[config.mk]
export PLATFORM = sky130hd
export DESIGN_NAME = bcd_updown_counter
export DESIGN_NICKNAME = d
export VERILOG_FILES = /design/src/rtl/bcd_updown_counter_pkg.sv /design/src/rtl/bcd_digit.sv /design/src/rtl/bcd_updown_counter.sv
export SDC_FILE = /design/constraint.sdc
export NUM_CORES = 1
export LEC_CHECK = 0
export BUFFER_PORTS_ARGS = -buffer_cell sky130_fd_sc_hd__buf_2
export CORE_MARGIN = 3
export CORE_UTILIZATION = 30
export CTS_CLUSTER_SIZE = 25
export DETAILED_ROUTE_END_ITERATION = 10
export GPL_ROUTABILITY_DRIVEN = 0
export SETUP_SLACK_MARGIN = 0.2
export SYNTH_ARGS = -nofsm -noshare
export SYNTH_HDL_FRONTEND = slang
export SYNTH_SLANG_ARGS = --single-unit
export TNS_END_PERCENT = 100
[constraint.sdc]
create_clock -name clk_50M -period 2.71 [get_ports clk_50M]
set_clock_uncertainty 0.1 [all_clocks]
set_input_delay 0.1355 -clock clk_50M [delete_from_list [all_inputs] [get_ports clk_50M]]
set_output_delay 0.1355 -clock clk_50M [all_outputs]
set_load 0.1 [all_outputs]
[src/rtl/bcd_updown_counter_pkg.sv]
// Shared constants and helpers for the BCD up/down counter.
package bcd_updown_counter_pkg;

  localparam logic [3:0] BCD_MAX_DIGIT = 4'd9;

  // Any nibble above 9 is forced to 9 so a register never holds a non-BCD digit.
  function automatic logic [3:0] bcd_clamp(input logic [3:0] nib);
    return (nib > BCD_MAX_DIGIT) ? BCD_MAX_DIGIT : nib;
  endfunction

endpackage

[src/rtl/bcd_digit.sv]
// One BCD digit of the counter. Carry and borrow are combinational so the
// ripple through all digits settles within a single clock cycle.
module bcd_digit
  import bcd_updown_counter_pkg::*;
(
  input  logic       clk,
  input  logic       rst,
  input  logic       inc,
  input  logic       dec,
  input  logic       load,
  input  logic [3:0] load_d,
  input  logic       clr,
  input  logic       wrap_en,
  output logic [3:0] d,
  output logic       carry,
  output logic       borrow
);

  logic [3:0] d_q;
  logic [3:0] d_d;

  // Ripple out: only when this digit is asked to move past its limit.
  assign carry  = inc && (d_q >= BCD_MAX_DIGIT);
  assign borrow = dec && (d_q == 4'd0);
  assign d      = d_q;

  // Next digit value; wrap_en low means the whole counter is pinned at a limit.
  always_comb begin
    d_d = d_q;
    if (clr) begin
      d_d = 4'd0;
    end else if (load) begin
      d_d = bcd_clamp(load_d);
    end else if (inc) begin
      if (d_q >= BCD_MAX_DIGIT) d_d = wrap_en ? 4'd0 : BCD_MAX_DIGIT;
      else                      d_d = d_q + 4'd1;
    end else if (dec) begin
      if (d_q == 4'd0) d_d = wrap_en ? BCD_MAX_DIGIT : 4'd0;
      else             d_d = d_q - 4'd1;
    end
  end

  // Digit register.
  always_ff @(posedge clk or posedge rst) begin
    if (rst) d_q <= 4'd0;
    else     d_q <= d_d;
  end

endmodule

[src/rtl/bcd_updown_counter.sv]
// N-digit BCD up/down counter with internal prescaler, load/clear,
// wrap or saturate at the limits, and an overflow/underflow pulse.
module bcd_updown_counter
  import bcd_updown_counter_pkg::*;
#(
  parameter int NUM_DIGITS = 3,
  parameter int TICK_DIV   = 50000000,
  parameter int WRAP       = 1
) (
  input  logic                    clk_50M,
  input  logic                    rst,
  input  logic                    en,
  input  logic                    up,
  input  logic                    step,
  input  logic                    clr,
  input  logic                    load,
  input  logic [4*NUM_DIGITS-1:0] load_val,
  output logic [4*NUM_DIGITS-1:0] digits,
  output logic                    tick,
  output logic                    ovf,
  output logic                    zero
);

  localparam int              PW         = (TICK_DIV > 2) ? $clog2(TICK_DIV) : 1;
  localparam logic [PW-1:0]   PRESC_LAST = PW'(TICK_DIV - 1);
  localparam logic            SATURATE   = (WRAP == 0);

  logic [PW-1:0]       presc_q;
  logic [PW-1:0]       presc_d;
  logic                tick_q;
  logic                ovf_q;
  logic                ovf_d;
  logic                presc_term;
  logic                step_evt;
  logic                do_load;
  logic                do_step;
  logic                wrap_en;
  logic [NUM_DIGITS:0] inc_c;
  logic [NUM_DIGITS:0] dec_c;

  assign presc_term = en && (presc_q == PRESC_LAST);

  // A manual step landing on a terminal count merges into a single event.
  assign step_evt = presc_term | step;
  assign do_load  = load & ~clr;
  assign do_step  = step_evt & ~clr & ~load;

  assign inc_c[0] = do_step & up;
  assign dec_c[0] = do_step & ~up;

  // A ripple out of the top digit is exactly the MAX->0 or 0->MAX event.
  assign ovf_d   = inc_c[NUM_DIGITS] | dec_c[NUM_DIGITS];
  assign wrap_en = ~(SATURATE & ovf_d);

  // Prescaler next value: clear/load restart the tick period.
  always_comb begin
    presc_d = presc_q;
    if (clr || load) begin
      presc_d = '0;
    end else if (en) begin
      presc_d = presc_term ? '0 : presc_q + PW'(1);
    end
  end

  // Prescaler and the one-cycle tick/ovf pulse registers.
  always_ff @(posedge clk_50M or posedge rst) begin
    if (rst) begin
      presc_q <= '0;
      tick_q  <= 1'b0;
      ovf_q   <= 1'b0;
    end else begin
      presc_q <= presc_d;
      tick_q  <= presc_term;
      ovf_q   <= ovf_d;
    end
  end

  for (genvar g = 0; g < NUM_DIGITS; g++) begin : g_digit
    bcd_digit u_digit (
      .clk     (clk_50M),
      .rst     (rst),
      .inc     (inc_c[g]),
      .dec     (dec_c[g]),
      .load    (do_load),
      .load_d  (load_val[4*g +: 4]),
      .clr     (clr),
      .wrap_en (wrap_en),
      .d       (digits[4*g +: 4]),
      .carry   (inc_c[g+1]),
      .borrow  (dec_c[g+1])
    );
  end

  assign tick = tick_q;
  assign ovf  = ovf_q;
  assign zero = (digits == '0);

endmodule

# ---- Word level (Yosys, flattened, before mapping)
# Index checks and enable logic that the tools add are counted.
dict set report word_totals {
  ff_bits 40
  latch_bits 0
  ramBits 0
  rom_bits 0
  word_cells 70
  n_memories 0
}
dict set report classes {
  add_sub_neg 7
  n_mul 0
  div 0
  magnitude_cmp 6
  eq_ne 1
  shifts 0
  muxes 24
  bitwise_logic 10
  n_reduce_logical 16
}
# operator count
set ops {}
lappend ops {{4-bit two-way mux} 21}
lappend ops {{26-bit two-way mux} 3}
lappend ops {{26-bit by 1-bit adder with 26-bit output (second input constant)} 1}
lappend ops {{26-bit == test (second input constant)} 1}
lappend ops {{4-bit by 1-bit adder with 4-bit output (second input constant)} 3}
lappend ops {{4-bit >= comparator (second input constant)} 3}
lappend ops {{4-bit > comparator (second input constant)} 3}
lappend ops {{12-bit zero test} 1}
lappend ops {{4-bit zero test} 3}
lappend ops {{4-bit nonzero test} 3}
lappend ops {{4-bit by 1-bit subtractor with 4-bit output (second input constant)} 3}
lappend ops {{1-bit logical AND} 7}
lappend ops {{1-bit bitwise AND} 5}
lappend ops {{1-bit inverter} 3}
lappend ops {{1-bit bitwise OR} 2}
lappend ops {{2-bit nonzero test} 1}
lappend ops {{1-bit logical OR} 1}

# ---- Longest topological paths before layout
# Gate-level depths: netlist of the first run.
dict set report depth {
  ltp_word 12
  mapped_depth 9
  ltp_nobuf 8
}

# ---- Cells and area by module
# Synthesis of the first run repeated with hierarchy kept, for this count alone.
dict set report hier_totals {
  cells_unflattened 359
  area_unflattened_um2 3019.1
}
# module n_inst cells_per_inst area_per_inst_um2
set modules_own_cells {}
lappend modules_own_cells {bcd_updown_counter 1 176 1585.3}
lappend modules_own_cells {bcd_digit 3 61 478.0}

# ---- Least setup slack after synthesis of the first run
# OpenSTA, ideal clock, no wires.
dict set report synth_timing {
  kind {register -> register}
  from {register g_digit[1].u_digit.d_q[0]}
  to {register ovf_q, in the netlist ovf}
  t_arrival_ns 3.957
  required_time_ns 2.529
  setup_slack_ns -1.427
  path_stages_with_launch 9
  period_less_slack_ns 4.137
  path_cell_list {dfrtp_1 -> inv_1 -> ha_1 -> nand2b_1 -> nor2_1 -> nand2_1 -> nor3_1 -> a21oi_1 -> nor2_1}
}
dict set report synth_via {
  elab_chain_cells 4
}
# item line
set synth_rtl {}
lappend synth_rtl {{from (decl)} bcd_digit.sv:19} ;# logic [3:0] d_q;
lappend synth_rtl {{from (signal assigned)} bcd_digit.sv:45} ;# if (rst) d_q <= 4'd0;
lappend synth_rtl {{from (signal assigned)} bcd_digit.sv:46} ;# else d_q <= d_d;
lappend synth_rtl {{4-bit >= comparator / 4-bit zero test (equally long branches)} {bcd_digit.sv:23, bcd_digit.sv:24}}
lappend synth_rtl {{1-bit logical AND, on equally long branches (2 in series)} {bcd_digit.sv:23, bcd_digit.sv:24}}
lappend synth_rtl {{1-bit bitwise OR (*)} bcd_updown_counter.sv:52} ;# assign ovf_d = inc_c[NUM_DIGITS] | dec_c[NUM_DIGITS];
lappend synth_rtl {{named net ovf_d} bcd_updown_counter.sv:32} ;# logic ovf_d;
lappend synth_rtl {{to (signal assigned)} bcd_updown_counter.sv:74} ;# ovf_q <= ovf_d;
lappend synth_rtl {{to (decl)} bcd_updown_counter.sv:31} ;# logic ovf_q;
# Mark *: on every way through the listed nets, which the timed path passes. The rest lies on a longest branch.
# A chain may end at the register's enable or synchronous reset.

# ---- Worst setup path in the final report of the first run
dict set report layout_timing {
  from {register g_digit[1].u_digit.d_q[1]}
  to {output port zero}
}
dict set report layout_via {
  elab_chain_cells 1
}
# item line
set layout_rtl {}
lappend layout_rtl {{12-bit zero test} bcd_updown_counter.sv:96} ;# assign zero = (digits == '0);
lappend layout_rtl {{to (decl)} bcd_updown_counter.sv:21} ;# output logic zero
# Every way passes these cells.

==> results of run 1 <==
flip-flops by register name (all words and copies together) (netlist names):
name / cells
tick: 1
presc_q: 26
ovf: 1
g_digit.u_digit.d: 12
worst max-delay path: stages (launching register included):
cell and delay, ns:
dfrtp_4 0.52, inv_1 0.09, ha_2 0.23, nand2b_1 0.10, nor2_2 0.16, nand2_1 0.12
nor3_4 0.21, clkbuf_4 0.36
report_power, final:
| part | internal, mW | switching, mW | total, mW |
|---|---|---|---|
| Clock | 0.206 | 0.223 | 0.430 |
| Sequential | 0.622 | 0.0379 | 0.660 |
| Combinational | 0.125 | 0.321 | 0.447 |
| Total | 0.954 | 0.583 | 1.54 |
path summary, 6_finish.rpt:
kind	from	end	cells after the start
hold reg to reg	presc_q[6]	presc_q[6]	2
min in group asynchronous	rst	presc_q[21]	3
setup / recovery	g_digit[1].u_digit.d[1]	zero	7
max in group asynchronous	rst	presc_q[11]	4
setup reg to reg	g_digit[0].u_digit.d[0]	g_digit[2].u_digit.d[1]	8
hold / removal	load_val[7]	g_digit[1].u_digit.d[3]	3
repair_timing:
item / in CTS / in global routing
gates resized for setup: 0 / 4
setup endpoints to repair: 0 / 6
hold buffers: 2 / 0
endpoints found under the hold margin: 22 / 0
cell families (layout without fill, tap and decap cells):
logic type | count (synthesis) | count (layout) | synth area share, %
compound gates | 86 | 86 | 20.01
xor+xnor | 18 | 18 | 5.665
fa+ha+maj | 10 | 10 | 4.496
buf+inv | 33 | 70 | 4.856
flops | 40 | 40 | 35.97
mux | 2 | 2 | 0.7644
simple gates | 152 | 152 | 28.24
final cells by class:
class	instances	area, um^2	share of cell area, %
Inverter	18	67.56	2.069
Clock buffer	6	82.58	2.529
Timing Repair Buffer	44	255.2	7.816
Sequential cell	40	1028	31.49
Clock inverter	2	15.01	0.4598
Tap cell	108	135.1	4.138
Multi-Input combinational cell	268	1682	51.49
per-stage QoR:
| step | power [mW] | setup slack [ns] | cells | util, % |
|---|---|---|---|---|
| 2_1_floorplan | 1.004 | 0.1909 | 341 | - |
| 3_3_place_gp | 1.109 | 0.3638 | 476 | 35.39 |
| 6_report | 1.536 | 0.3667 | 486 | 36.91 |
| 4_1_cts | 1.541 | 0.2490 | 486 | 36.72 |
| 3_5_place_dp | 1.111 | 0.2545 | 476 | 35.39 |
| 5_1_grt | 1.609 | 0.1678 | 486 | 36.91 |
per-layer routing:
| layer | part of all wire [%] | GRT usage [%] | wire [um] |
|---|---|---|---|
| met1 | 49 | 19.57 | 3468 |
| met2 | 45 | 22.59 | 3198 |
| met3 | 3.8 | 2.594 | 271 |
| met4 | 1.5 | 4.238 | 109 |
| met5 | 0.099 | 0 | 7 |
Yosys cell counts, drive strengths merged, types with 2 or more instances:
| cell | number |
|---|---|
| o22ai | 6 |
| nand3b | 3 |
| ha | 10 |
| o21bai | 3 |
| a21oi | 20 |
| nor2b | 2 |
| nand2b | 11 |
| nor4 | 7 |
| xnor2 | 11 |
| xor2 | 7 |
| clkbuf | 8 |
| inv | 18 |
| o21ai | 22 |
| a22oi | 3 |
| buf | 7 |
| o221ai | 3 |
| nor2 | 53 |
| nand3 | 6 |
| nor3b | 2 |
| nor3 | 14 |
| and4 | 3 |
| o31ai | 4 |
| or3 | 5 |
| dfrtp | 40 |
| or2 | 2 |
| nand4 | 11 |
| o211a | 2 |
| and3 | 4 |
| nand2 | 26 |
| a211oi | 4 |
| a31oi | 8 |
==> results.tsv, run 1 <==
metric	value	unit
fillers	916	
PD cells	470.5	nW/um^2
Worst-Skew Late Latency	0.30	ns
largest net degree at the start of global routing	24	
final instance area	3266	um^2
first-pass GRT wire length	11960	um
# diodes	0	
total vias in the final route	2598	
Critical Path RT	2.47	ns
final hold vios	0	
H-tree depth	2	
fin. max-slew vios	0	
Startpoint Class	register	
gr usage total	14.16	%
post-synthesis sequential area ratio	35.97	%
Ports	34	
vias in the first global route	2487	
CP endpoint kind	output port	
EDFF count, synth	0	
unique cell type count in the Yosys netlist	53	
Rows	34	
area of the core	8848	um^2
commonest non-fill, non-tap cell in the layout	nor2_1	
Synth Flop Type	dfrtp_1	
Worst slew margin	41.73	%
die area	10470	um^2
hold_ws	0.01186	ns
Starting Density	31.45	%
setup_tns	0	ns
yosys warns	0	
Setup Viol. Count Final	0	
Leak Pwr	1.328	nW
initial antenna violation count	1	
fin crit period	2.343	ns
status	finished, final reports clean	
# port buffers	33	
CTS Buf Count	5	
worst hold path class	in2reg	
Root Driver	clkbuf_8	
largest area contributor in the netlist	dfrtp_1	
Tightest Pin Transition	0.8731	ns
Post-Syn Area	2783	um^2
Mapped Nets	370	
per-cell routed wire length	14.52	um
Clock transition at path regs	0.08	ns
DR pass1 iterations	4	
Post-synth ARST share	100.0	%
# DRC	0	
Layout area overhead	17.36	%
CP arrival	2.11	ns
Cells after Synth	341	
CTS tree	built	
register-to-register setup slack	0.38	ns
Clock Path Buffers	2	
final wirelength	7055	um
die height	102.3	um
most frequent cells in the layout	51 x nor2_1, 32 x buf_2, 30 x dfrtp_1	
Max Cap Violations	0	
CP max FO	7	
Iteration-0 DRC Markers	164	
DP Area	3132	um^2
# Post-CTS Setup Buffers	0	
setup repair after global routing missed its margin	true	
Peak VDD IR	0.2093	mV
final antenna-violating net count	0	
Die Span X	102.3	um
final global-route overflow total	0	
DP HPWL	5295	um
clock sinks	40	
nets@finish	406	
#FFs+latches synth	40	
CP Class	reg2out	
top cell type's share of synthesized area	35.97	%
most area-consuming cells after synthesis	dfrtp_1 36%, nor2_1 7.0%, ha_1 4.5%	
Max Fclk	426.8	MHz
final cycle utilization of the critical path	86.47	%
layout cells sized above 1	20.63	%
Mapped Avg Cell Area	8.160	um^2
DR vias/cell	5.346	
(Power assumes the default switching activity.)
==> run 2, diff against run 1 <==
Settings changed: PLACE_DENSITY set to 0.5.
==> results.tsv, run 2 (synthesized netlist as in run 1, its figures left out) <==
metric	value	unit
setup repair after global routing missed its margin	true	
initial antenna violation count	0	
Tightest Pin Transition	0.8602	ns
setup_tns	0	ns
register area	1028	um^2
Clock Path Buffers	2	
R2R Path Start	g_digit[0].u_digit.d[0]	
DP Area	3132	um^2
Root Driver	clkbuf_8	
fillers	909	
Reg power frac	38.9	%
layout cells sized above 1	20.11	%
CTS tree	built	
vias in the first global route	2414	
CP max FO	10	
multi-input logic area	1673	um^2
register-to-register setup slack	0.32	ns
fin crit period	2.391	ns
PD cells	513.1	nW/um^2
# diodes	0	
Hold EP	g_digit[1].u_digit.d[1]	
Ports	34	
DP HPWL	5377	um
Startpoint Class	register	
min-delay src	load_val[5]	
final wirelength	7432	um
CP arrival	2.46	ns
sw frac	34.41	%
Max Cap Violations	0	
H-tree depth	2	
Iteration-0 DRC Markers	119	
most frequent cells in the layout	51 x nor2_1, 32 x buf_2, 30 x dfrtp_1	
worst hold path class	in2reg	
final global-route overflow total	0	
DR vias/cell	5.379	
status	finished, final reports clean	
Peak VDD IR	0.2157	mV
Power Internal	1.110	mW
Leak Pwr	1.353	nW
per-cell routed wire length	15.29	um
Setup Viol. Count Final	0	
max reg flops	26	
clock sinks	40	
Layout area overhead	18.53	%
fin. max-slew vios	0	
Clock transition at path regs	0.08	ns
largest reg by FF count	presc_q	
Cells on Worst Hold Path	3	
nets@finish	407	
largest net degree at the start of global routing	22	
first-pass GRT wire length	12280	um
commonest non-fill, non-tap cell in the layout	nor2_1	
Starting Density	31.45	%
reg-to-reg endpoint	g_digit[1].u_digit.d[2]	
die height	102.3	um
final instance area	3298	um^2
Worst slew margin	42.59	%
clock share of power	34.7	%
Max Fclk	418.2	MHz
Psw	0.5823	mW
Worst-Skew Late Latency	0.30	ns
DR pass1 iterations	4	
# DRC	0	
gr usage total	14.68	%
Rows	34	
final cycle utilization of the critical path	88.24	%
area of the core	8848	um^2
logic gate share of total power	26.4	%
r2r worst-path depth	8	
die area	10470	um^2
CP endpoint kind	register	
CTS Buf Count	5	
# port buffers	33	
Die Span X	102.3	um
final antenna-violating net count	0	
final hold vios	0	
Critical Path RT	2.78	ns
CP Class	reg2reg	
total vias in the final route	2614	
[run 2: final cells by class]
type,count,share of cell area (%)
Clock inverter,2,1.821
Multi-Input combinational cell,268,50.72
Timing Repair Buffer,45,8.042
Clock buffer,5,2.086
Inverter,18,2.049
Tap cell,108,4.097
Sequential cell,40,31.18
[run 2: worst max path at each step]
| stage | from | to | slack, ns | cells past startpoint |
|---|---|---|---|---|
| floorplan | g_digit[1].u_digit.d[0] | ovf | 0.19 | 8 |
| global placement | g_digit[0].u_digit.d[0] | g_digit[2].u_digit.d[3] | 0.33 | 8 |
| detailed placement | g_digit[0].u_digit.d[0] | g_digit[2].u_digit.d[3] | 0.29 | 8 |
| CTS | g_digit[2].u_digit.d[0] | zero | 0.21 | 7 |
| global route | g_digit[0].u_digit.d[0] | g_digit[1].u_digit.d[2] | 0.17 | 8 |
| finish | g_digit[0].u_digit.d[0] | g_digit[1].u_digit.d[2] | 0.32 | 8 |
[run 2: stage by stage]
step	cells	util, %	power [mW]	hold WS, ns	setup WS (ns)
global route	486	37.27	1.775	0.02545	0.1683
CTS	486	37.19	1.711	0.008820	0.2117
floorplan	341	-	1.004	0.1522	0.1909
detailed placement	476	35.39	1.110	0.2683	0.2878
global placement	476	35.39	1.111	0.2656	0.3264
finish	486	37.27	1.692	0.02341	0.3186
[run 2: critical path, stage by stage, from the launching register on]
cell and delay, ns:
dfrtp_4 0.45, inv_1 0.08, ha_2 0.22, nor3b_2 0.18, nor2_2 0.33, nand2_2 0.14
o311a_1 0.36, a2111oi_2 0.34, a211oi_1 0.08
[run 2: repair_timing]
action                     4_1_cts  5_1_grt
hold buffers                     3        0
buffers inserted                 0        0
resized for setup                0        3
hold endpoints to repair        21        0
setup endpoints to repair        0        6
[run 2: metal layers]
metal  vias up  track usage [%]  part of all wire (%)
met5         -                0                     0
met4         0            4.945                   1.0
met3        10            2.184                   3.5
met2        55            21.59                    43
met1      1257            21.88                    52
li1       1292                -                     -
[run 2: power groups by stage]
stage | clock (mW) | sequential [mW] | combinational, mW
final | 0.587 | 0.658 | 0.447
after global placement | 0 | 0.669 | 0.442
after floorplan | 0 | 0.796 | 0.208
after CTS | 0.608 | 0.658 | 0.445
after detailed placement | 0 | 0.670 | 0.441
after global routing | 0.629 | 0.664 | 0.482
==> run 3, diff against run 2 <==
Settings changed: CTS_BUF_LIST set to sky130_fd_sc_hd__clkbuf_16.
==> results.tsv, run 3 (synthesized netlist as in run 1, its figures left out) <==
metric	value	unit
status	finished, final reports clean	
Worst path max stage delay	0.44	ns
logic gate share of total power	23.8	%
Root Driver	clkbuf_16	
CP arrival	2.45	ns
Rows	34	
largest net degree at the start of global routing	22	
# DRC	0	
first-pass GRT wire length	12210	um
total vias in the final route	2584	
Clock transition at path regs	0.06	ns
nets@finish	405	
setup repair after global routing missed its margin	true	
Leak Pwr	1.370	nW
Iteration-0 DRC Markers	143	
clock sinks	40	
Setup Viol. Count Final	0	
register-to-register setup slack	0.32	ns
hold_ws	0.01564	ns
max reg flops	26	
PD cells	559.0	nW/um^2
DP HPWL	5377	um
initial antenna violation count	0	
Die Span X	102.3	um
Psw	0.5950	mW
Tightest Pin Transition	0.8579	ns
Reg power frac	35.4	%
setup_tns	0	ns
final hold vios	0	
final antenna-violating net count	0	
final global-route overflow total	0	
final cycle utilization of the critical path	88.27	%
CP max FO	10	
DR vias/cell	5.339	
pre-CTS setup slack	0.2878	ns
Worst path slowest cell	dfrtp_4	
Worst-Skew Late Latency	0.28	ns
final wirelength	7366	um
DR pass1 iterations	4	
clock share of power	40.8	%
die height	102.3	um
Peak VDD IR	0.2041	mV
layout cells sized above 1	20.21	%
fillers	906	
CTS Buf Count	5	
fin crit period	2.392	ns
Worst Setup SP	g_digit[0].u_digit.d[0]	
register area	1028	um^2
per-cell routed wire length	15.22	um
Power Internal	1.269	mW
gr usage total	14.58	%
# port buffers	33	
# diodes	0	
CP endpoint kind	register	
final instance area	3334	um^2
H-tree depth	2	
multi-input logic area	1673	um^2
Clock Path Buffers	2	
fin. max-slew vios	0	
Starting Density	31.45	%
commonest non-fill, non-tap cell in the layout	nor2_1	
sw frac	31.93	%
setup ws final	0.3178	ns
R2R Path Start	g_digit[0].u_digit.d[0]	
DP Area	3132	um^2
most frequent cells in the layout	51 x nor2_1, 32 x buf_2, 30 x dfrtp_1	
largest reg by FF count	presc_q	
Critical Path RT	2.76	ns
min-delay src	load_val[7]	
Max Cap Violations	0	
Startpoint Class	register	
CP Class	reg2reg	
die area	10470	um^2
crit path cell chain	inv_1, ha_2, nor3b_2, nor2_2, nand2_2, o311a_1, a2111oi_2, a211oi_1	
area of the core	8848	um^2
worst hold path class	in2reg	
Max Fclk	418.0	MHz
vias in the first global route	2419	
Ports	34	
Final Util	37.68	%
# Post-CTS Setup Buffers	0	
CTS tree	built	
Worst slew margin	42.74	%
Layout area overhead	19.83	%
-- run 3: repair_timing --
action | in CTS | in global routing
hold endpoints to repair | 19 | 0
hold buffers | 1 | 0
gates resized for setup | 0 | 2
setup endpoints to repair | 0 | 6
-- run 3: final cells by class --
type                            count  area share (%)
Clock buffer                        5           3.752
Clock inverter                      2           1.801
Inverter                           18           2.026
Multi-Input combinational cell    268           50.17
Sequential cell                    40           30.84
Tap cell                          108           4.053
Timing Repair Buffer               43           7.355
-- run 3: worst max-delay path, delay by kind of cell, from the launching register on --
| family | cells | cell delay (ns) |
|---|---|---|
| AO/OA/AOI/OAI | 3 | 0.78 |
| AND/OR/NAND/NOR | 3 | 0.66 |
| flip-flops | 1 | 0.44 |
| adder cells (fa/ha/maj) | 1 | 0.22 |
| buffers and inverters | 1 | 0.08 |
-- run 3: path summary, 6_finish.rpt --
| kind | endpoint | cells past startpoint |
|---|---|---|
| worst max-delay path | g_digit[1].u_digit.d[2] | 8 |
| worst min-delay path | g_digit[1].u_digit.d[3] | 3 |
| worst max register to register | g_digit[1].u_digit.d[2] | 8 |
| worst min register to register | presc_q[6] | 2 |
| max in group asynchronous | presc_q[10] | 4 |
| min in group asynchronous | tick | 3 |
-- run 3: per-stage QoR --
step | std cells | power [mW]
global route | 484 | 1.948
floorplan | 341 | 1.004
CTS | 484 | 1.889
global placement | 476 | 1.111
finish | 484 | 1.864
detailed placement | 476 | 1.110
-- run 3: per-layer routing --
metal  up-vias  GRT usage (%)  part of all wire, %
met1      1238          21.50                   52
met4         0          4.945                  1.0
li1       1291              -                    -
met2        46          21.69                   44
met5         -              0                    0
met3         9          2.184                  3.1
-- run 3: power by group through the flow --
| stage | clock network (mW) | logic [mW] | registers, mW |
|---|---|---|---|
| detailed placement | 0 | 0.441 | 0.670 |
| global placement | 0 | 0.442 | 0.669 |
| finish | 0.761 | 0.444 | 0.659 |
| global route | 0.805 | 0.480 | 0.664 |
| CTS | 0.787 | 0.443 | 0.659 |
| floorplan | 0 | 0.208 | 0.796 |
